`config.mk`:
```
export PLATFORM = sky130hd
export DESIGN_NAME = mmio_ctrl
export DESIGN_NICKNAME = d
export VERILOG_FILES = /design/src/rtl/mmio_ctrl_pkg.sv /design/src/rtl/mmio_ctrl_sync_fifo.sv /design/src/rtl/mmio_ctrl.sv
export SDC_FILE = /design/constraint.sdc
export NUM_CORES = 1
export LEC_CHECK = 0
export ABC_AREA = 1
export BUFFER_PORTS_ARGS = -buffer_cell sky130_fd_sc_hd__buf_2
export CAP_MARGIN = 30
export CORE_MARGIN = 1
export CORE_UTILIZATION = 45
export DETAILED_ROUTE_END_ITERATION = 12
export PLACE_DENSITY = 0.65
export SLEW_MARGIN = 20
export SYNTH_ARGS = -nofsm -noshare
export SYNTH_HDL_FRONTEND = slang
export SYNTH_SLANG_ARGS = --single-unit
```
`constraint.sdc`:
```
create_clock -name clk_in -period 2.1 [get_ports clk_in]
set_input_delay 0.21 -clock clk_in [delete_from_list [all_inputs] [get_ports clk_in]]
set_output_delay 0.21 -clock clk_in [all_outputs]
set_load 0.05 [all_outputs]
```
`src/rtl/mmio_ctrl_pkg.sv`:
```
// Shared definitions for the MMIO controller: I/O address map, FSM state
// encoding, read-source encoding and a byte-lane helper.
package mmio_ctrl_pkg;

    localparam logic [17:0] IO_UART_ADDR = 18'h30000;
    localparam logic [17:0] IO_CNT_ADDR  = 18'h30004;

    typedef enum logic [1:0] {
        ST_RUN    = 2'd0,
        ST_STOP   = 2'd1,
        ST_HALTED = 2'd2
    } state_e;

    typedef enum logic [1:0] {
        SEL_RAM  = 2'd0,
        SEL_RX   = 2'd1,
        SEL_CNT  = 2'd2,
        SEL_ZERO = 2'd3
    } rd_sel_e;

    // Little-endian byte lane of a 32-bit word.
    function automatic logic [7:0] byte_of(input logic [31:0] word, input logic [1:0] idx);
        logic [7:0] b;
        case (idx)
            2'd0:    b = word[7:0];
            2'd1:    b = word[15:8];
            2'd2:    b = word[23:16];
            2'd3:    b = word[31:24];
            default: b = 8'h00;
        endcase
        return b;
    endfunction

endpackage

```
`src/rtl/mmio_ctrl_sync_fifo.sv`:
```
// Single-clock FIFO with occupancy counter; push-on-full and pop-on-empty
// are ignored, simultaneous push and pop keep the occupancy unchanged.
module sync_fifo #(
    parameter int WIDTH = 8,
    parameter int DEPTH = 8
) (
    input  logic             clk,
    input  logic             rst_n,
    input  logic             push,
    input  logic [WIDTH-1:0] wdata,
    input  logic             pop,
    output logic [WIDTH-1:0] rdata,
    output logic             full,
    output logic             empty
);
    localparam int AW = $clog2(DEPTH);
    localparam logic [AW:0] FULL_CNT = (AW+1)'(DEPTH);

    logic [WIDTH-1:0] mem_r [DEPTH];
    logic [AW-1:0]    wr_ptr_r;
    logic [AW-1:0]    rd_ptr_r;
    logic [AW:0]      count_r;
    logic             push_ok_s;
    logic             pop_ok_s;

    assign full      = (count_r == FULL_CNT);
    assign empty     = (count_r == '0);
    assign push_ok_s = push & ~full;
    assign pop_ok_s  = pop & ~empty;
    assign rdata     = mem_r[rd_ptr_r];

    // Storage array; contents are don't-care until written.
    always_ff @(posedge clk) begin
        if (push_ok_s) begin
            mem_r[wr_ptr_r] <= wdata;
        end
    end

    // Pointers and occupancy.
    always_ff @(posedge clk or negedge rst_n) begin
        if (!rst_n) begin
            wr_ptr_r <= '0;
            rd_ptr_r <= '0;
            count_r  <= '0;
        end else begin
            if (push_ok_s) wr_ptr_r <= wr_ptr_r + AW'(1);
            if (pop_ok_s)  rd_ptr_r <= rd_ptr_r + AW'(1);
            case ({push_ok_s, pop_ok_s})
                2'b10:   count_r <= count_r + (AW+1)'(1);
                2'b01:   count_r <= count_r - (AW+1)'(1);
                default: count_r <= count_r;
            endcase
        end
    end

endmodule

```
`src/rtl/mmio_ctrl.sv`:
```
// CPU bus decoder: RAM pass-through, UART TX/RX FIFOs, cycle counter with
// byte-wise snapshot reads, and a RUN/STOP/HALTED shutdown sequence.
module mmio_ctrl
    import mmio_ctrl_pkg::*;
#(
    parameter int TX_DEPTH = 8,
    parameter int RX_DEPTH = 8
) (
    input  logic        clk_in,
    input  logic        rst_in,
    input  logic [17:0] mem_a,
    input  logic        mem_wr,
    input  logic [7:0]  mem_dout,
    output logic [7:0]  mem_din,
    output logic        rdy_out,
    output logic        ram_we,
    output logic [16:0] ram_addr,
    output logic [7:0]  ram_wdata,
    input  logic [7:0]  ram_rdata,
    input  logic        rx_valid,
    input  logic [7:0]  rx_data,
    output logic        rx_ready,
    output logic        tx_valid,
    output logic [7:0]  tx_data,
    input  logic        tx_ready,
    output logic        halted
);
    state_e      state_r;
    state_e      state_nxt_s;
    rd_sel_e     sel_r;
    logic        rd_pend_r;
    logic [7:0]  byte_r;
    logic [31:0] cnt_r;
    logic [31:0] snap_r;

    logic        io_s, rd_s, wr_s, uart_hit_s, cnt_hit_s, cnt_blk_s;
    logic        tx_push_s, tx_pop_s, tx_full_s, tx_empty_s;
    logic        rx_push_s, rx_pop_s, rx_full_s, rx_empty_s;
    logic [7:0]  tx_wdata_s, rx_head_s;

    assign io_s       = (mem_a[17:16] == 2'b11);
    assign rdy_out    = (state_r == ST_RUN) & ~tx_full_s;
    assign rd_s       = rdy_out & ~mem_wr;
    assign wr_s       = rdy_out & mem_wr;
    assign uart_hit_s = (mem_a == IO_UART_ADDR);
    assign cnt_hit_s  = (mem_a == IO_CNT_ADDR);
    assign cnt_blk_s  = (mem_a[17:2] == IO_CNT_ADDR[17:2]);

    assign ram_we    = mem_wr & ~io_s & rdy_out;
    assign ram_addr  = mem_a[16:0];
    assign ram_wdata = mem_dout;

    // The stop write enqueues a terminating 0x00 that the normal filter would drop.
    assign tx_push_s  = wr_s & ((uart_hit_s & (mem_dout != 8'h00)) | cnt_hit_s);
    assign tx_wdata_s = cnt_hit_s ? 8'h00 : mem_dout;
    assign tx_valid   = ~tx_empty_s;
    assign tx_pop_s   = ~tx_empty_s & tx_ready;

    assign rx_ready   = ~rx_full_s;
    assign rx_push_s  = rx_valid & ~rx_full_s;
    assign rx_pop_s   = rd_s & uart_hit_s & ~rx_empty_s;

    assign halted     = (state_r == ST_HALTED);

    sync_fifo #(.WIDTH(8), .DEPTH(TX_DEPTH)) u_tx_fifo (
        .clk   (clk_in),
        .rst_n (rst_in),
        .push  (tx_push_s),
        .wdata (tx_wdata_s),
        .pop   (tx_pop_s),
        .rdata (tx_data),
        .full  (tx_full_s),
        .empty (tx_empty_s)
    );

    sync_fifo #(.WIDTH(8), .DEPTH(RX_DEPTH)) u_rx_fifo (
        .clk   (clk_in),
        .rst_n (rst_in),
        .push  (rx_push_s),
        .wdata (rx_data),
        .pop   (rx_pop_s),
        .rdata (rx_head_s),
        .full  (rx_full_s),
        .empty (rx_empty_s)
    );

    // FSM state register.
    always_ff @(posedge clk_in or negedge rst_in) begin
        if (!rst_in) state_r <= ST_RUN;
        else         state_r <= state_nxt_s;
    end

    // FSM next state; HALTED is left only through reset.
    always_comb begin
        state_nxt_s = state_r;
        case (state_r)
            ST_RUN: begin
                if (wr_s & cnt_hit_s) state_nxt_s = ST_STOP;
                else                  state_nxt_s = ST_RUN;
            end
            ST_STOP: begin
                if (tx_empty_s) state_nxt_s = ST_HALTED;
                else            state_nxt_s = ST_STOP;
            end
            ST_HALTED: state_nxt_s = ST_HALTED;
            default:   state_nxt_s = ST_RUN;
        endcase
    end

    // Free-running cycle counter, frozen once halted.
    always_ff @(posedge clk_in or negedge rst_in) begin
        if (!rst_in)                  cnt_r <= 32'd0;
        else if (state_r != ST_HALTED) cnt_r <= cnt_r + 32'd1;
        else                          cnt_r <= cnt_r;
    end

    // Read-source select and captured I/O byte for the following cycle.
    always_ff @(posedge clk_in or negedge rst_in) begin
        if (!rst_in) begin
            sel_r     <= SEL_RAM;
            rd_pend_r <= 1'b0;
            byte_r    <= 8'h00;
            snap_r    <= 32'd0;
        end else begin
            rd_pend_r <= rd_s;
            if (rd_s) begin
                if (!io_s) begin
                    sel_r <= SEL_RAM;
                end else if (uart_hit_s) begin
                    sel_r  <= SEL_RX;
                    byte_r <= rx_empty_s ? 8'h00 : rx_head_s;
                end else if (cnt_blk_s) begin
                    sel_r <= SEL_CNT;
                    if (mem_a[1:0] == 2'b00) begin
                        snap_r <= cnt_r;
                        byte_r <= cnt_r[7:0];
                    end else begin
                        byte_r <= byte_of(snap_r, mem_a[1:0]);
                    end
                end else begin
                    sel_r  <= SEL_ZERO;
                    byte_r <= 8'h00;
                end
            end
        end
    end

    // Read data mux; RAM data arrives one cycle after its address.
    always_comb begin
        mem_din = 8'h00;
        if (rd_pend_r) begin
            case (sel_r)
                SEL_RAM: mem_din = ram_rdata;
                SEL_RX:  mem_din = byte_r;
                SEL_CNT: mem_din = byte_r;
                default: mem_din = 8'h00;
            endcase
        end else begin
            mem_din = 8'h00;
        end
    end

endmodule

```
==> results by group <==
Synth
  – Top_reg_cell synth: edfxtp_1
  – Synthesized flop and latch total: 217
  – Synth Cell Area: 10400 µm²
  – Post-synthesis mux area share: 0
  – Fraction of registers with async set/reset: 0.410
  – Cell count after synthesis: 1135
  – Synth warnings: 0
  – Syn Nets: 1196
  – Post-synthesis sequential area ratio: 0.585
  – Synth Area in Simple Gates: 0.228
  – Syn avg cell area: 9.15 µm²
  – Post-synth EDFFs: 128
  – Synth Area in Adders: 0.0176
  – Synth Area in XOR/XNOR: 0.0321
  – Compound-Gate Fraction of Synth Area: 0.0560
  – Yosys cell types: 35
  – Largest family of logic cells by synthesized area: simple AND/OR/NAND/NOR gates

Worst setup path
  – Reg2Reg Setup Slack: 20 ps
  – CP Capture Type: primary output
  – CP Cell Sequence: clkinv_4 -> buf_12 -> nor2_4 -> o32ai_2 -> nand2_1 -> nand2_1 -> buf_6
  – Worst EP required: 1890 ps
  – Worst path slowest cell: dfrtp_2
  – Worst Path Class, Setup: flip-flop to primary output
  – Worst Reg-to-Reg Cells: 13
  – Worst path most repeated cell: nand2_1
  – Reg2reg end: u_rx_fifo.count_r[3]$_DFFE_PN0P_
  – CP Max Fanout: 8
  – R2R Path Start: u_tx_fifo.count_r[1]$_DFFE_PN0P_
  – Worst EP arrival: 1870 ps
  – Critical Path Source Type: flip-flop
  – Max incr delay on CP: 450 ps
  – Setup crit start: u_tx_fifo.rd_ptr_r[0]$_DFFE_PN0P_

Worst hold path
  – Min-delay src: mem_wr
  – Hold depth: 3
  – Hold Path Class: input pin to flip-flop
  – Hold EP: rd_pend_r$_DFF_PN0_

Final layout
  – Layout area overhead: 23.5%
  – Number of diodes: 0
  – Most frequent cells in the layout: 347 x nand2_1, 129 x inv_1, 128 x edfxtp_1
  – Most common cell after layout, fill and taps aside: nand2_1
  – Layout fillers: 1947
  – Final core occ: 0.567
  – Nets: 1355
  – Layout cells sized above 1: 0.217

Pwr
  – Peak supply drop: 0.000895 V
  – Cell Pwr Density: 1110 nW/µm²
  – Leak Pwr: 0.00569 µW

Global route
  – GRT Overall Usage: 0.204
  – Antenna violations before repair: 0
  – Final global-route overflow total: 0
  – Vias in the first global route: 7554
  – First-pass GRT wire length: 38.1 mm
  – Largest net degree at the start of global routing: 49

STA
  – Final period util: 0.990
  – Relative slew slack: 0.624
  – Crit path time final: 2080 ps
  – Hold Fails Final Rpt: 0
  – Accumulated negative setup slack: 0 ps
  – Clk_skew: 29.5 ps
  – Final setup vio count: 0
  – RSZ-0062 raised after global routing: yes
  – Worst Tran Pin Value: 563 ps
  – Worst setup slack after layout: 21.0 ps
  – Pins Over Slew Limit: 0
  – Max Clk Rate: 481 MHz

Routing
  – Final wirelength: 24.5 mm
  – Pre-Repair DR Iteration Count: 6
  – DR iter-0 viols: 532
  – Post-route ant nets: 0
  – Vias post-DR: 7933
  – # DRC: 0
  – Drt wl/cell: 15.3 µm
  – Vias per cell: 4.97

Die
  – # rows: 55
  – Initial core utilization: 0.459
  – Die X: 154 µm
  – Die Y: 154 µm
  – Core Area: 22600 µm²
  – Number of placed I/O pins: 93
  – Die area: 23700 µm²

Clocking
  – # H-tree levels: 1
  – Clock latency on the worst-skew pair: 530 ps
  – CTS tree: yes
  – Total number of clock tree sinks: 217
  – Root Buffer: clkbuf_16
  – CTS clock-pin slew for the worst setup and hold paths: 60 ps
  – TritonCTS Buffers: 24
  – CTS max path bufs: 3

Placement
  – Port Buffers: 92
  – Final RePlAce weighted congestion: 0.905
  – Pre-CTS setup slack: -240 ps
  – Dpl hpwl: 16.9 mm

Run
  – Max-cap violations: 0

Run status
  – Outcome: finished clean
==> synth_stat cells, types with 2 or more instances <==
| master | instances | share of area |
|---|---|---|
| clkinv_1 | 3 | 0.0011 |
| nor3_1 | 10 | 0.0048 |
| nor2_1 | 123 | 0.044 |
| clkbuf_1 | 17 | 0.0061 |
| nor2_4 | 6 | 0.0065 |
| nand2_1 | 354 | 0.13 |
| inv_2 | 4 | 0.0014 |
| buf_6 | 3 | 0.0033 |
| dfrtp_1 | 89 | 0.21 |
| edfxtp_1 | 128 | 0.37 |
| a31oi_1 | 8 | 0.0048 |
| nand4_1 | 10 | 0.0060 |
| nand3_1 | 57 | 0.027 |
| xnor2_1 | 10 | 0.0084 |
| o21ai_1 | 22 | 0.011 |
| o21ai_0 | 36 | 0.017 |
| buf_4 | 25 | 0.018 |
| xor2_1 | 28 | 0.024 |
| nand2_2 | 5 | 0.0030 |
| buf_1 | 2 | 0.00072 |
| inv_1 | 131 | 0.047 |
| a21oi_1 | 12 | 0.0058 |
| o32ai_1 | 16 | 0.013 |
| o21ai_2 | 4 | 0.0034 |
| ha_1 | 13 | 0.016 |
| nor2_2 | 4 | 0.0024 |
| buf_2 | 7 | 0.0034 |
==> state kept, by name (all words and copies together), names as in the netlist, 4 cells and up <==
name,flops
byte_r,8
u_rx_fifo.mem_r,64
u_tx_fifo.mem_r,64
u_rx_fifo.count_r,4
cnt_r,32
snap_r,24
u_tx_fifo.count_r,4
==> power by group <==
| part | total [µW] | switching, µW | leakage (µW) | internal [µW] |
|---|---|---|---|---|
| Combinational | 5070 | 3100 | 0.00299 | 1970 |
| Sequential | 5220 | 264 | 0.00234 | 4960 |
| Clock | 4000 | 1620 | 0.000364 | 2380 |
==> worst max-delay path: cells and delay by family, from the launching register on <==
family	cells	cell delay (ps)
AO/OA/AOI/OAI	1	240
buffers and inverters	3	420
AND/OR/NAND/NOR	3	230
flip-flops	1	450
==> cell type report <==
| cell class | count | area, µm² | area share |
|---|---|---|---|
| inverters | 138 | 523 | 0.0408 |
| clock inverters | 4 | 55.1 | 0.00429 |
| clock buffers | 39 | 697 | 0.0543 |
| multi-input cells | 726 | 3720 | 0.290 |
| well taps | 285 | 357 | 0.0278 |
| repair buffers | 187 | 1400 | 0.109 |
| flip-flops and latches | 217 | 6070 | 0.473 |
==> per-layer routing <==
| layer | GRT usage | wire length, µm |
|---|---|---|
| met5 | 0 | 0 |
| met4 | 0.0686 | 726 |
| met3 | 0.0293 | 1260 |
| met2 | 0.349 | 11900 |
| met1 | 0.267 | 10600 |
==> what timing repair did <==
item                                    CTS  global route
resized for setup                        31            69
gates cloned                              1             2
pin swaps                                 0            12
endpoints found under the hold margin    97             2
buffers inserted                          1             5
hold buffers                              9             1
endpoints found under the setup margin   35            30
==> how the worst max path moves through the flow <==
| stage | endpoint | cells after the start |
|---|---|---|
| floorplan | u_tx_fifo.count_r[2]$_DFFE_PN0P_ | 15 |
| global placement | u_rx_fifo.count_r[3]$_DFFE_PN0P_ | 15 |
| detailed placement | u_rx_fifo.count_r[3]$_DFFE_PN0P_ | 15 |
| CTS | mem_din[7] | 5 |
| global route | u_rx_fifo.count_r[3]$_DFFE_PN0P_ | 13 |
| finish | tx_data[3] | 7 |
==> per-stage QoR <==
step / total power [µW] / hold slack (ps) / cell area [µm²] / cells
after global routing: 15000 / 55.4 / 12800 / 1596
after global placement: 9310 / 195 / 11500 / 1534
after floorplan: 8030 / -85.6 / 10400 / 1135
after detailed placement: 9400 / 200 / 11500 / 1534
after CTS: 13800 / 23.6 / 12500 / 1588
final: 14300 / 65.0 / 12800 / 1596
==> cells by family (layout without fill, tap and decap cells) <==
kind of cell | Yosys count | after routing
compound gates | 99 | 99
simple gates | 575 | 575
xor+xnor | 38 | 38
flops | 217 | 217
buf+inv | 192 | 368
fa+ha+maj | 14 | 14
(Power assumes the default switching activity.)
